===== src/rtl/clk_gen_if.sv =====
// Divisor-programming bus for clk_gen: write strobe, channel select, value and
// per-channel pending-write status.
interface clk_gen_if #(
  parameter int CNT_W  = 32,
  parameter int NUM_CH = 2,
  parameter int CH_W   = (NUM_CH > 1) ? $clog2(NUM_CH) : 1
);
  logic              div_wr;
  logic [CH_W-1:0]   div_ch;
  logic [CNT_W-1:0]  div_val;
  logic [NUM_CH-1:0] div_busy;

  modport master (output div_wr, div_ch, div_val, input  div_busy);
  modport slave  (input  div_wr, div_ch, div_val, output div_busy);
endinterface


===== src/rtl/clk_gen.sv =====
// Multi-channel clock divider with glitch-free runtime divisor updates.
// Define CLK_GEN_STEP_EN to enable run/halt/single-step control of channel 0.

module clk_gen_ch #(
  parameter int CNT_W       = 32,
  parameter int DEFAULT_DIV = 50_000_000
) (
  input  logic             clk_in,
  input  logic             reset_n,
  input  logic             hold_i,
  input  logic             wr_i,
  input  logic [CNT_W-1:0] val_i,
  output logic             clk_o,
  output logic             tick_o,
  output logic             busy_o,
  output logic             tc_fall_o,
  output logic             idle_o,
  output logic             div_zero_o
);
  logic [CNT_W-1:0] div_q, div_d, pend_q, pend_d, cnt_q, cnt_d;
  logic             pv_q, pv_d, tog_q, tog_d, tick_q, tick_d;
  logic             tc;

  assign tc         = (div_q != '0) && (cnt_q == div_q - CNT_W'(1));
  assign tc_fall_o  = ~hold_i && tc && tog_q;
  assign idle_o     = ~tog_q && (cnt_q == '0);
  assign div_zero_o = (div_q == '0);

  always_comb begin
    div_d  = div_q;
    pend_d = pend_q;
    pv_d   = pv_q;
    cnt_d  = cnt_q;
    tog_d  = tog_q;
    tick_d = 1'b0;
    if (hold_i || div_q == '0) begin
      // frozen channel: nothing to protect, take a pending divisor at once
      cnt_d = '0;
      tog_d = 1'b0;
      if (pv_q) begin
        div_d = pend_q;
        pv_d  = 1'b0;
      end
    end else if (tc) begin
      cnt_d  = '0;
      tog_d  = ~tog_q;
      tick_d = ~tog_q;
      // only swap at the falling toggle so the output never shows a runt high
      if (tog_q && pv_q) begin
        div_d = pend_q;
        pv_d  = 1'b0;
      end
    end else begin
      cnt_d = cnt_q + CNT_W'(1);
    end
    if (wr_i) begin
      pend_d = val_i;
      pv_d   = 1'b1;
    end
  end

  always_ff @(posedge clk_in or negedge reset_n) begin
    if (!reset_n) begin
      div_q  <= CNT_W'(DEFAULT_DIV);
      pend_q <= '0;
      pv_q   <= 1'b0;
      cnt_q  <= '0;
      tog_q  <= 1'b0;
      tick_q <= 1'b0;
    end else begin
      div_q  <= div_d;
      pend_q <= pend_d;
      pv_q   <= pv_d;
      cnt_q  <= cnt_d;
      tog_q  <= tog_d;
      tick_q <= tick_d;
    end
  end

  assign clk_o  = tog_q;
  assign tick_o = tick_q;
  assign busy_o = pv_q;
endmodule

module clk_gen #(
  parameter int CNT_W       = 32,
  parameter int NUM_CH      = 2,
  parameter int DEFAULT_DIV = 50_000_000
) (
  input  logic              clk_in,
  input  logic              reset_n,
  clk_gen_if.slave          dbus,
  input  logic              halt,
  input  logic              step,
  output logic [NUM_CH-1:0] clk_out,
  output logic [NUM_CH-1:0] tick,
  output logic              halted,
  output logic              step_done,
  output logic              led
);
  localparam int CH_W = (NUM_CH > 1) ? $clog2(NUM_CH) : 1;

  logic [NUM_CH-1:0] hold, busy, tc_fall, idle, div_zero;
  logic              hold0, led_q;
  logic              unused_st;

  // a select beyond NUM_CH-1 matches no channel and is dropped
  for (genvar i = 0; i < NUM_CH; i++) begin : g_ch
    assign hold[i] = (i == 0) ? hold0 : 1'b0;
    clk_gen_ch #(.CNT_W(CNT_W), .DEFAULT_DIV(DEFAULT_DIV)) u_ch (
      .clk_in     (clk_in),
      .reset_n    (reset_n),
      .hold_i     (hold[i]),
      .wr_i       (dbus.div_wr && (dbus.div_ch == CH_W'(i))),
      .val_i      (dbus.div_val),
      .clk_o      (clk_out[i]),
      .tick_o     (tick[i]),
      .busy_o     (busy[i]),
      .tc_fall_o  (tc_fall[i]),
      .idle_o     (idle[i]),
      .div_zero_o (div_zero[i])
    );
  end

  assign dbus.div_busy = busy;

`ifdef CLK_GEN_STEP_EN
  typedef enum logic [1:0] {RUN, HALTING, HALTED, STEP} state_e;
  state_e state_q, state_d;
  logic   step_done_q, step_done_d;

  always_comb begin
    state_d     = state_q;
    step_done_d = 1'b0;
    unique case (state_q)
      RUN:     if (halt) state_d = HALTING;
      HALTING: if (!halt)                      state_d = RUN;
               else if (tc_fall[0] || idle[0]) state_d = HALTED;
      HALTED:  if (step)       state_d = STEP;
               else if (!halt) state_d = RUN;
      STEP:    if (div_zero[0] || tc_fall[0]) begin
                 state_d     = HALTED;
                 step_done_d = 1'b1;
               end
      default: state_d = RUN;
    endcase
  end

  always_ff @(posedge clk_in or negedge reset_n) begin
    if (!reset_n) begin
      state_q     <= RUN;
      step_done_q <= 1'b0;
    end else begin
      state_q     <= state_d;
      step_done_q <= step_done_d;
    end
  end

  assign hold0     = (state_q == HALTED);
  assign halted    = hold0;
  assign step_done = step_done_q;
  assign unused_st = ^{tc_fall, idle, div_zero};
`else
  assign hold0     = 1'b0;
  assign halted    = 1'b0;
  assign step_done = 1'b0;
  assign unused_st = ^{tc_fall, idle, div_zero, halt, step};
`endif

  always_ff @(posedge clk_in or negedge reset_n) begin
    if (!reset_n) led_q <= 1'b0;
    else          led_q <= clk_out[0];
  end

  assign led = led_q;
endmodule

===== src/flat_wrapper.sv =====
// flat-port wrapper written by rule: the top's interface ports become plain ports
module clk_gen_flat 
#(
  parameter int CNT_W       = 32,
  parameter int NUM_CH      = 2,
  parameter int DEFAULT_DIV = 50_000_000
)
  (clk_in, reset_n, halt, step, clk_out, tick, halted, step_done, led, dbus_div_wr, dbus_div_ch, dbus_div_val, dbus_div_busy);
  clk_gen_if #(.CNT_W(CNT_W), .NUM_CH(NUM_CH)) dbus_i ();
  input  logic clk_in;
  input  logic reset_n;
  input  logic halt;
  input  logic step;
  output logic [NUM_CH-1:0] clk_out;
  output logic [NUM_CH-1:0] tick;
  output logic halted;
  output logic step_done;
  output logic led;
  input wire logic [$bits(dbus_i.div_wr)-1:0] dbus_div_wr;
  input wire logic [$bits(dbus_i.div_ch)-1:0] dbus_div_ch;
  input wire logic [$bits(dbus_i.div_val)-1:0] dbus_div_val;
  output wire logic [$bits(dbus_i.div_busy)-1:0] dbus_div_busy;
  assign dbus_i.div_wr = dbus_div_wr;
  assign dbus_i.div_ch = dbus_div_ch;
  assign dbus_i.div_val = dbus_div_val;
  assign dbus_div_busy = dbus_i.div_busy;
  clk_gen #(.CNT_W(CNT_W), .NUM_CH(NUM_CH), .DEFAULT_DIV(DEFAULT_DIV)) u_core (.clk_in(clk_in), .reset_n(reset_n), .dbus(dbus_i), .halt(halt), .step(step), .clk_out(clk_out), .tick(tick), .halted(halted), .step_done(step_done), .led(led));
endmodule

===== config.mk =====
export PLATFORM = sky130hd
export DESIGN_NAME = clk_gen_flat
export DESIGN_NICKNAME = d
export VERILOG_FILES = /design/src/rtl/clk_gen_if.sv /design/src/rtl/clk_gen.sv /design/src/flat_wrapper.sv
export SDC_FILE = /design/constraint.sdc
export NUM_CORES = 1
export LEC_CHECK = 0
export ABC_AREA = 1
export BUFFER_PORTS_ARGS = -buffer_cell sky130_fd_sc_hd__buf_4
export CAP_MARGIN = 20
export CORE_MARGIN = 4
export CORE_UTILIZATION = 63
export DETAILED_ROUTE_END_ITERATION = 6
export GPL_ROUTABILITY_DRIVEN = 0
export PLACE_DENSITY_LB_ADDON = 0.05
export SLEW_MARGIN = 20
export SYNTH_ARGS = -nofsm -noshare
export SYNTH_HDL_FRONTEND = slang
export SYNTH_HIERARCHICAL = 1
export SYNTH_SLANG_ARGS = --single-unit

===== constraint.sdc =====
create_clock -name clk_in -period 3.57 [get_ports clk_in]
set_clock_uncertainty 0.2 [all_clocks]
set_input_delay 0.714 -clock clk_in [delete_from_list [all_inputs] [get_ports clk_in]]
set_output_delay 0.714 -clock clk_in [all_outputs]
set_load 0.01 [all_outputs]

# Word level (Yosys, flattened, before mapping)
# Index checks and enable logic that the tools add are counted.
# totals
ff_bits	199
output_inout_bits	9
# classes
add_sub_neg	4
eq_ne	4
n_mux	28
bitwise_logic	3
reduce_logical	22
# op_table
operator	count
$mux 32	12
$add 32x1->32 const B	2
$eq 32x32->1	2
$logic_not 32->1	2
$reduce_bool 32->1	2
$sub 32x1->32 const B	2
$mux 1	16
$reduce_bool 3->1	4
$reduce_bool 2->1	4
$logic_and 1x1->1	6
$reduce_and 3->1	2
$ne 2x1->1 const B	2
$reduce_and 2->1	2
$not 1->1	3

# Longest topological paths before layout
# Gate-level depths: netlist of run 1.
# depth
word_depth	6
depth_mapped	20
ltp_nobuf	19

# Hierarchy
# Netlist of run 1, hierarchy kept.
# by_module_without_submodules
module	instances	cells_each	area_each_um2	seq_area_each_um2
clk_gen_ch (u_core.g_ch[0].u_ch)	1	928	6427.4	2492.4
clk_gen_ch (u_core.g_ch[1].u_ch)	1	903	6274.8	2492.4
clk_gen	1	8	61.3	25.0

# Worst setup path before layout of run 1
# Ideal clock, no wire load.
# synth_timing
kind	reg2reg
start	register u_core.g_ch[0].u_ch.div_q[0]
end	register u_core.g_ch[0].u_ch.cnt_q[29]
setup_ns	0.118
t_arrival_ns	2.175
required_time_ns	3.252
slack_ns	1.076
stages_incl_launch_ff	18
path_buffers	2
synth_period_minus_slack_ns	2.494
path_cell_list	dfrtp_1 > inv_1 > ha_1 > nand2_1 > nor2_2 > nand3_1 > nand2_1 > nand2_1 > nor2_1 > nand3_1 > nor2_1 > nand3_1 > nor2_2 > nand2_2 > nand2_2 > buf_6 > buf_4 > nor2_1
# synth_between
elab_chain_cells	5
word_cells_on_any_way	7
cone_classes	add/sub: 1; eq/ne: 1; mux: 2; reduce/logical: 3
# synth_lines
element	line	source
start, declared	clk_gen.sv:20	logic [CNT_W-1:0] div_q, div_d, pend_q, pend_d, cnt_q, cnt_d;
start signal, assigned	clk_gen.sv:64	div_q <= CNT_W'(DEFAULT_DIV);
start signal, assigned	clk_gen.sv:71	div_q <= div_d;
$sub 32x1->32	clk_gen.sv:24	assign tc = (div_q != '0) && (cnt_q == div_q - CNT_W'(1));
$eq 32x32->1	clk_gen.sv:24	
$logic_and 1x1->1	clk_gen.sv:24	
$mux 32	clk_gen.sv:44	end else if (tc) begin
$mux 32 (*)	clk_gen.sv:36	if (hold_i || div_q == '0) begin
named net u_core.g_ch[0].u_ch.cnt_d[29]	clk_gen.sv:20	
end signal, assigned	clk_gen.sv:74	cnt_q <= cnt_d;
end, declared	clk_gen.sv:20	
# The timed path passes the listed nets; every way through them passes the cells marked *.
# A chain may end at the register's enable or synchronous reset.

# Worst setup path in the final report of run 1
# layout_timing
start	register u_core.g_ch[1].u_ch.div_q[0]
end	register u_core.g_ch[1].u_ch.div_q[6]
# layout_between
elab_chain_cells	5
word_cells_on_any_way	10
cone_classes	add/sub: 1; eq/ne: 2; mux: 1; reduce/logical: 6
# layout_lines
element	line
start, declared	clk_gen.sv:20
start signal, assigned	clk_gen.sv:64
start signal, assigned	clk_gen.sv:71
$sub 32x1->32	clk_gen.sv:24
$eq 32x32->1	clk_gen.sv:24
$logic_and 1x1->1	clk_gen.sv:24
$reduce_bool 2->1 (no line)	-
$reduce_and 3->1 (no line)	-
# Several ways; a longest one is shown, not always the timed one.

==> run summary, run 1 <==
Synth Cell Area = 12600 sq um
Max FO, Critical Path = 20
minimum clock period = 3230 ps
Post-CTS Setup Bufs = 0
Hold Crit Class = primary input to asynchronous set/reset pin
crit path launch = u_core/g_ch[1].u_ch/div_q[0]
Crit. End Element = flip-flop
Leak = 6.90 nW
initial antenna violation count = 0
outcome = finished clean
H-tree Lvls = 4
accumulated negative setup slack = 0 ps
Worst R2R Start = u_core/g_ch[1].u_ch/div_q[0]
YS warnings = 6
WHS = 85.4 ps
Register-to-Register Path Depth = 16
Placed Area = 13100 sq um
Die Height = 149 microns
most common cell after layout, fill and taps aside = nand2_1
CTS Buffer Depth = 2
grt total ovfl = 0
area grow syn2layout = 8.68%
Final Hold Fails = 0
Max Clk Rate = 310 MHz
worst relative slew slack = 32.6%
first-pass GRT wire length = 54700 microns
vias in the first global route = 10900
RSZ-0062 raised after global routing = no
fillers = 1722
layout cells sized above 1 = 9.65%
Die ar. = 22300 sq um
Pwr Density = 528 nW/um^2
Detailed Routing Iterations Pass 1 = 6
CTS buffer count = 17
fin crit share = 90.4%
CTS tree = yes
max-cap viol count = 0
CP Launch Type = flip-flop
DRT Wirelength = 33100 microns
Peak VDD IR = 0.329 mV
commonest cells after routing, fill and taps aside = nand2_1, nor2_1, nand3_1
Site Rows = 51
Worst-Margin Slew = 1010 ps
Reg-to-Reg End = u_core/g_ch[1].u_ch/div_q[6]
Syn Inst Count = 1808
worst reg2reg setup slack = 340 ps
DRT iter0 DRCs = 1196
Nets = 1867
starting density of the core = 64.3%
Final Max Tran Viols = 0
clk slew on worst S/H paths = 80 ps
Boundary Pins = 47
Setup Viol. Count Final = 0
routed vias = 11800
drt drc = 0
die span in x = 149 microns
CTS Sinks = 199
Post-CTS Hold Fix Bufs = 0
Routed Antenna Nets = 0
DR WL/cell = 15.8 microns
routed vias/inst = 5.61
syn_area_per_cell = 6.96 sq um
Data arrival, critical path = 3360 ps
Clock Latency Late Sink = 440 ps
core area = 19600 sq um
Tot GR Track Use = 30.9%
largest net degree at the start of global routing = 89
CTS root buffer = clkbuf_16
number of port buffers = 42
final instance area = 13700 sq um
CP required = 3700 ps
total inserted antenna cells = 0
DP HPWL = 25300 microns
CP Class = flip-flop to flip-flop
critical path: stages (launching register included):
cell     delay [ps]
dfrtp_1         410
inv_1           120
ha_1            250
nand2_2         150
nor2_2          210
nand2_1         170
inv_1           140
nand2_1          60
nand2_1          70
nand2_1          50
inv_1            50
nand4_1         140
nor2_1          260
nand4_2         350
buf_4           340
nand3_1         100
nand2_1          60
where the power goes:
group | total, mW | switching, mW | internal, mW
Clock | 1.97 | 1.01 | 0.957
Combinational | 2.38 | 1.58 | 0.803
Sequential | 2.89 | 0.350 | 2.54
Total | 7.23 | 2.94 | 4.30
area by class of cell:
class                           instances  area [sq um]  area share, %
Clock inverter                         14           178           1.30
Multi-Input combinational cell       1366          6560           48.0
Inverter                              176           661           4.83
Clock buffer                           18           429           3.14
Sequential cell                       199          5010           36.6
Tap cell                              265           332           2.42
Timing Repair Buffer                   61           514           3.76
worst max path at each step:
| stage | cells past startpoint | slack [ps] | end |
|---|---|---|---|
| floorplan | 17 | 1090 | u_core/g_ch[0].u_ch/cnt_q[29] |
| global placement | 18 | 380 | u_core/g_ch[0].u_ch/busy_o |
| detailed placement | 18 | 340 | u_core/g_ch[0].u_ch/busy_o |
| CTS | 18 | 330 | u_core/g_ch[0].u_ch/busy_o |
| global route | 16 | 50 | u_core/g_ch[1].u_ch/div_q[6] |
| finish | 16 | 340 | u_core/g_ch[1].u_ch/div_q[6] |
timing repair:
item                                    CTS  global route
endpoints found under the setup margin    0             1
hold endpoints to repair                  0             0
resized for setup                         0             1
metrics by stage:
stage / instances / utilization, % / total power, mW / worst slack [ps]
finish: 2099 / 69.9 / 7.23 / 343
global placement: 2067 / 66.7 / 5.18 / 384
global route: 2099 / 69.9 / 7.70 / 51.0
detailed placement: 2067 / 66.7 / 5.24 / 344
floorplan: 1811 / - / 4.63 / 1090
CTS: 2099 / 69.8 / 7.20 / 332
state kept, by name, indices dropped and copies added (netlist names):
name	flops
u_core/led	1
u_core/g_ch.u_ch/cnt_q	64
u_core/g_ch.u_ch/div_q	64
u_core/g_ch.u_ch/clk_o	2
u_core/g_ch.u_ch/tick_o	2
u_core/g_ch.u_ch/pend_q	64
u_core/g_ch.u_ch/busy_o	2
layer usage:
metal  GRT usage (%)  share of wire, %  wire length (microns)
met2            45.1                43                  14100
met4            9.34               2.2                    732
met3            4.50               8.7                   2880
met5               0                 0                      0
met1            47.6                46                  15300
No activity file was read; power rests on OpenSTA's default activity.
==> run 2: changes to the inputs <==
- PLACE_DENSITY: not set -> 0.81
- PLACE_DENSITY_LB_ADDON: 0.05 -> not set
==> run 2 against run 1 <==
Clock power hardly changed. Non-clock buffer count decreased by 1. Sequential power is essentially flat. Total power is 0.97% higher. Sequential share of layout area is 0.054 points higher. Utilization down 0.10 points. Via count is 1.2% higher. The flow now finishes with violations (DRC). Setup slack worse by 42 ps. Sequential cell count is the same. Final area is 0.15% lower. Cell count hardly changed.
==> run summary, run 2 (same netlist as run 1, synthesis figures left out) <==
Placed Area = 13000 sq um (-0.25%)
CP Launch Type = flip-flop
CTS tree = yes
CTS Buffer Depth = 2 (unchanged)
most common cell after layout, fill and taps aside = nand2_1
Peak VDD IR = 0.527 mV (+60%)
grt total ovfl = 0 (unchanged)
Routed Antenna Nets = 0 (unchanged)
Crit path largest cell delay = 410 ps (about the same)
Nets = 1866 (-0.054%)
Crit. End Element = flip-flop
Max FO, Critical Path = 33 (+65%)
RSZ-0062 raised after global routing = no
Leak = 6.90 nW (about the same)
GR Util met2 = 45.3% (+0.18 points)
Die Height = 149 microns (unchanged)
commonest cells after routing, fill and taps aside = nand2_1, nor2_1, nand3_1
Boundary Pins = 47 (unchanged)
final instance area = 13700 sq um (-0.15%)
number of port buffers = 42 (unchanged)
CP cell instances = inv_1, ha_1, nand2_2, nor2_4, nand4_1, nand3_1, nand3_1, nor2_1, nand2_1, nor2_2, nand3_2, nand2_4, nand3_1, nand2_1
Clock Latency Late Sink = 450 ps (about the same)
accumulated negative setup slack = 0 ps (unchanged)
post_cts resized = 0 (unchanged)
met1 GRT Util = 46.3% (-1.3 points)
most used cell along the critical path = nand3_1
layout cells sized above 1 = 9.66% (about the same)
minimum clock period = 3270 ps (+42.2 ps)
DRT Wirelength = 33500 microns (+1.1%)
routed vias/inst = 5.67 (+1.2%)
CTS buffer count = 17 (unchanged)
Post-CTS Hold Fix Bufs = 0 (unchanged)
outcome = finished with violations
Data arrival, critical path = 3450 ps (+90 ps)
WP buf/inv = 1 (-3)
WHS = 124 ps (+38.6 ps)
worst relative slew slack = 32.9% (+0.31 points)
fin crit share = 91.6% (+1.2 points)
largest net degree at the start of global routing = 84 (-5.6%)
Setup Viol. Count Final = 0 (unchanged)
CTS root buffer = clkbuf_16
Top Usage Layer GRT = met1
clk slew on worst S/H paths = 90 ps (about the same)
DR WL/cell = 15.9 microns (+1.2%)
routed vias = 11900 (+1.2%)
CP Class = flip-flop to flip-flop
Detailed Routing Iterations Pass 1 = 7 (+1)
area grow syn2layout = 8.53%
Tot GR Track Use = 30.9% (+0.075 points)
kind of cell adding the most delay to the critical path = simple AND/OR/NAND/NOR gates
post-layout util = 69.8% (-0.10 points)
first-pass GRT wire length = 55100 microns (+0.77%)
final worst setup slack = 301 ps (-42.2 ps)
core area = 19600 sq um (unchanged)
total inserted antenna cells = 0 (unchanged)
Die ar. = 22300 sq um (unchanged)
Post-CTS Setup Bufs = 0 (unchanged)
Final Max Tran Viols = 0 (unchanged)
Pwr Density = 534 nW/um^2 (+1.1%)
Top Registers = u_core/g_ch.u_ch/cnt_q x64, u_core/g_ch.u_ch/div_q x64, u_core/g_ch.u_ch/pend_q x64
Site Rows = 51 (unchanged)
M3 GR Usage = 5.80% (+1.3 points)
failing checks = DRC
worst reg2reg setup slack = 300 ps (-40 ps)
DP HPWL = 24800 microns (-1.7%)
area occupied by multi-input gates = 6560 sq um (about the same)
Final Hold Fails = 0 (unchanged)
Reg area = 5010 sq um (unchanged)
starting density of the core = 64.3% (unchanged)
vias in the first global route = 11100 (+1.9%)
Hold Crit Class = primary input to asynchronous set/reset pin
DRT iter0 DRCs = 1115 (-6.8%)
Worst-Margin Slew = 1010 ps (-4.59 ps)
Slowest cell on crit path = dfrtp_1
CP required = 3750 ps (+50 ps)
Max Clk Rate = 306 MHz (-1.3%)
H-tree Lvls = 4 (unchanged)
drt drc = 1 (+1)
CTS Sinks = 199 (unchanged)
die span in x = 149 microns (unchanged)
max-cap viol count = 0 (unchanged)
initial antenna violation count = 0 (unchanged)
fillers = 1647 (-4.4%)
DP Worst Slack = 483 ps (+140 ps)
[run 2: worst reg2reg max path: stages, from the launching register on]
cell,delay [ps]
dfrtp_1,410
inv_1,130
ha_1,260
nand2_2,140
nor2_4,270
nand4_1,270
nand3_1,210
nand3_1,120
nor2_1,130
nand2_1,100
nor2_2,220
nand3_2,130
nand2_4,300
nand3_1,170
nand2_1,120
[run 2: metal layers]
layer  share of wire (%)  wire [microns]
met4                 3.0            1000
met5                   0               0
met2                  43           14400
met3                  10            3350
met1                  44           14700
[run 2: cell type report]
class | instances | share of cell area (%)
clock inverter | 14 | 1.36
inverter | 176 | 4.83
sequential | 199 | 36.7
multi-input combinational | 1366 | 48.0
tap | 265 | 2.43
clock buffer | 18 | 3.21
timing repair buffer | 60 | 3.52
[run 2: worst paths after layout]
| check | start | to | depth (start not counted) |
|---|---|---|---|
| min in group clk_in | u_core/g_ch[0].u_ch/clk_o | u_core/led | 0 |
| setup reg to reg | u_core/g_ch[1].u_ch/div_q[0] | u_core/g_ch[1].u_ch/div_q[25] | 14 |
| max in group asynchronous | reset_n | u_core/g_ch[1].u_ch/div_q[22] | 2 |
| hold / removal | reset_n | u_core/g_ch[1].u_ch/div_q[0] | 1 |
| hold reg to reg | u_core/g_ch[0].u_ch/clk_o | u_core/led | 0 |
| setup / recovery | u_core/g_ch[1].u_ch/div_q[0] | u_core/g_ch[1].u_ch/div_q[25] | 14 |
[run 2: through the flow]
step                power [mW]  instances
global placement          5.17       2066
detailed placement        5.24       2066
CTS                       7.25       2098
global route              7.75       2098
floorplan                 4.63       1811
finish                    7.30       2098
[run 2: power breakdown]
part           total, mW  switching [mW]  internal [mW]  leakage [nW]
logic               2.41            1.61          0.797          4.04
clock network       2.00            1.02          0.985         0.303
registers           2.89           0.352           2.54          2.55
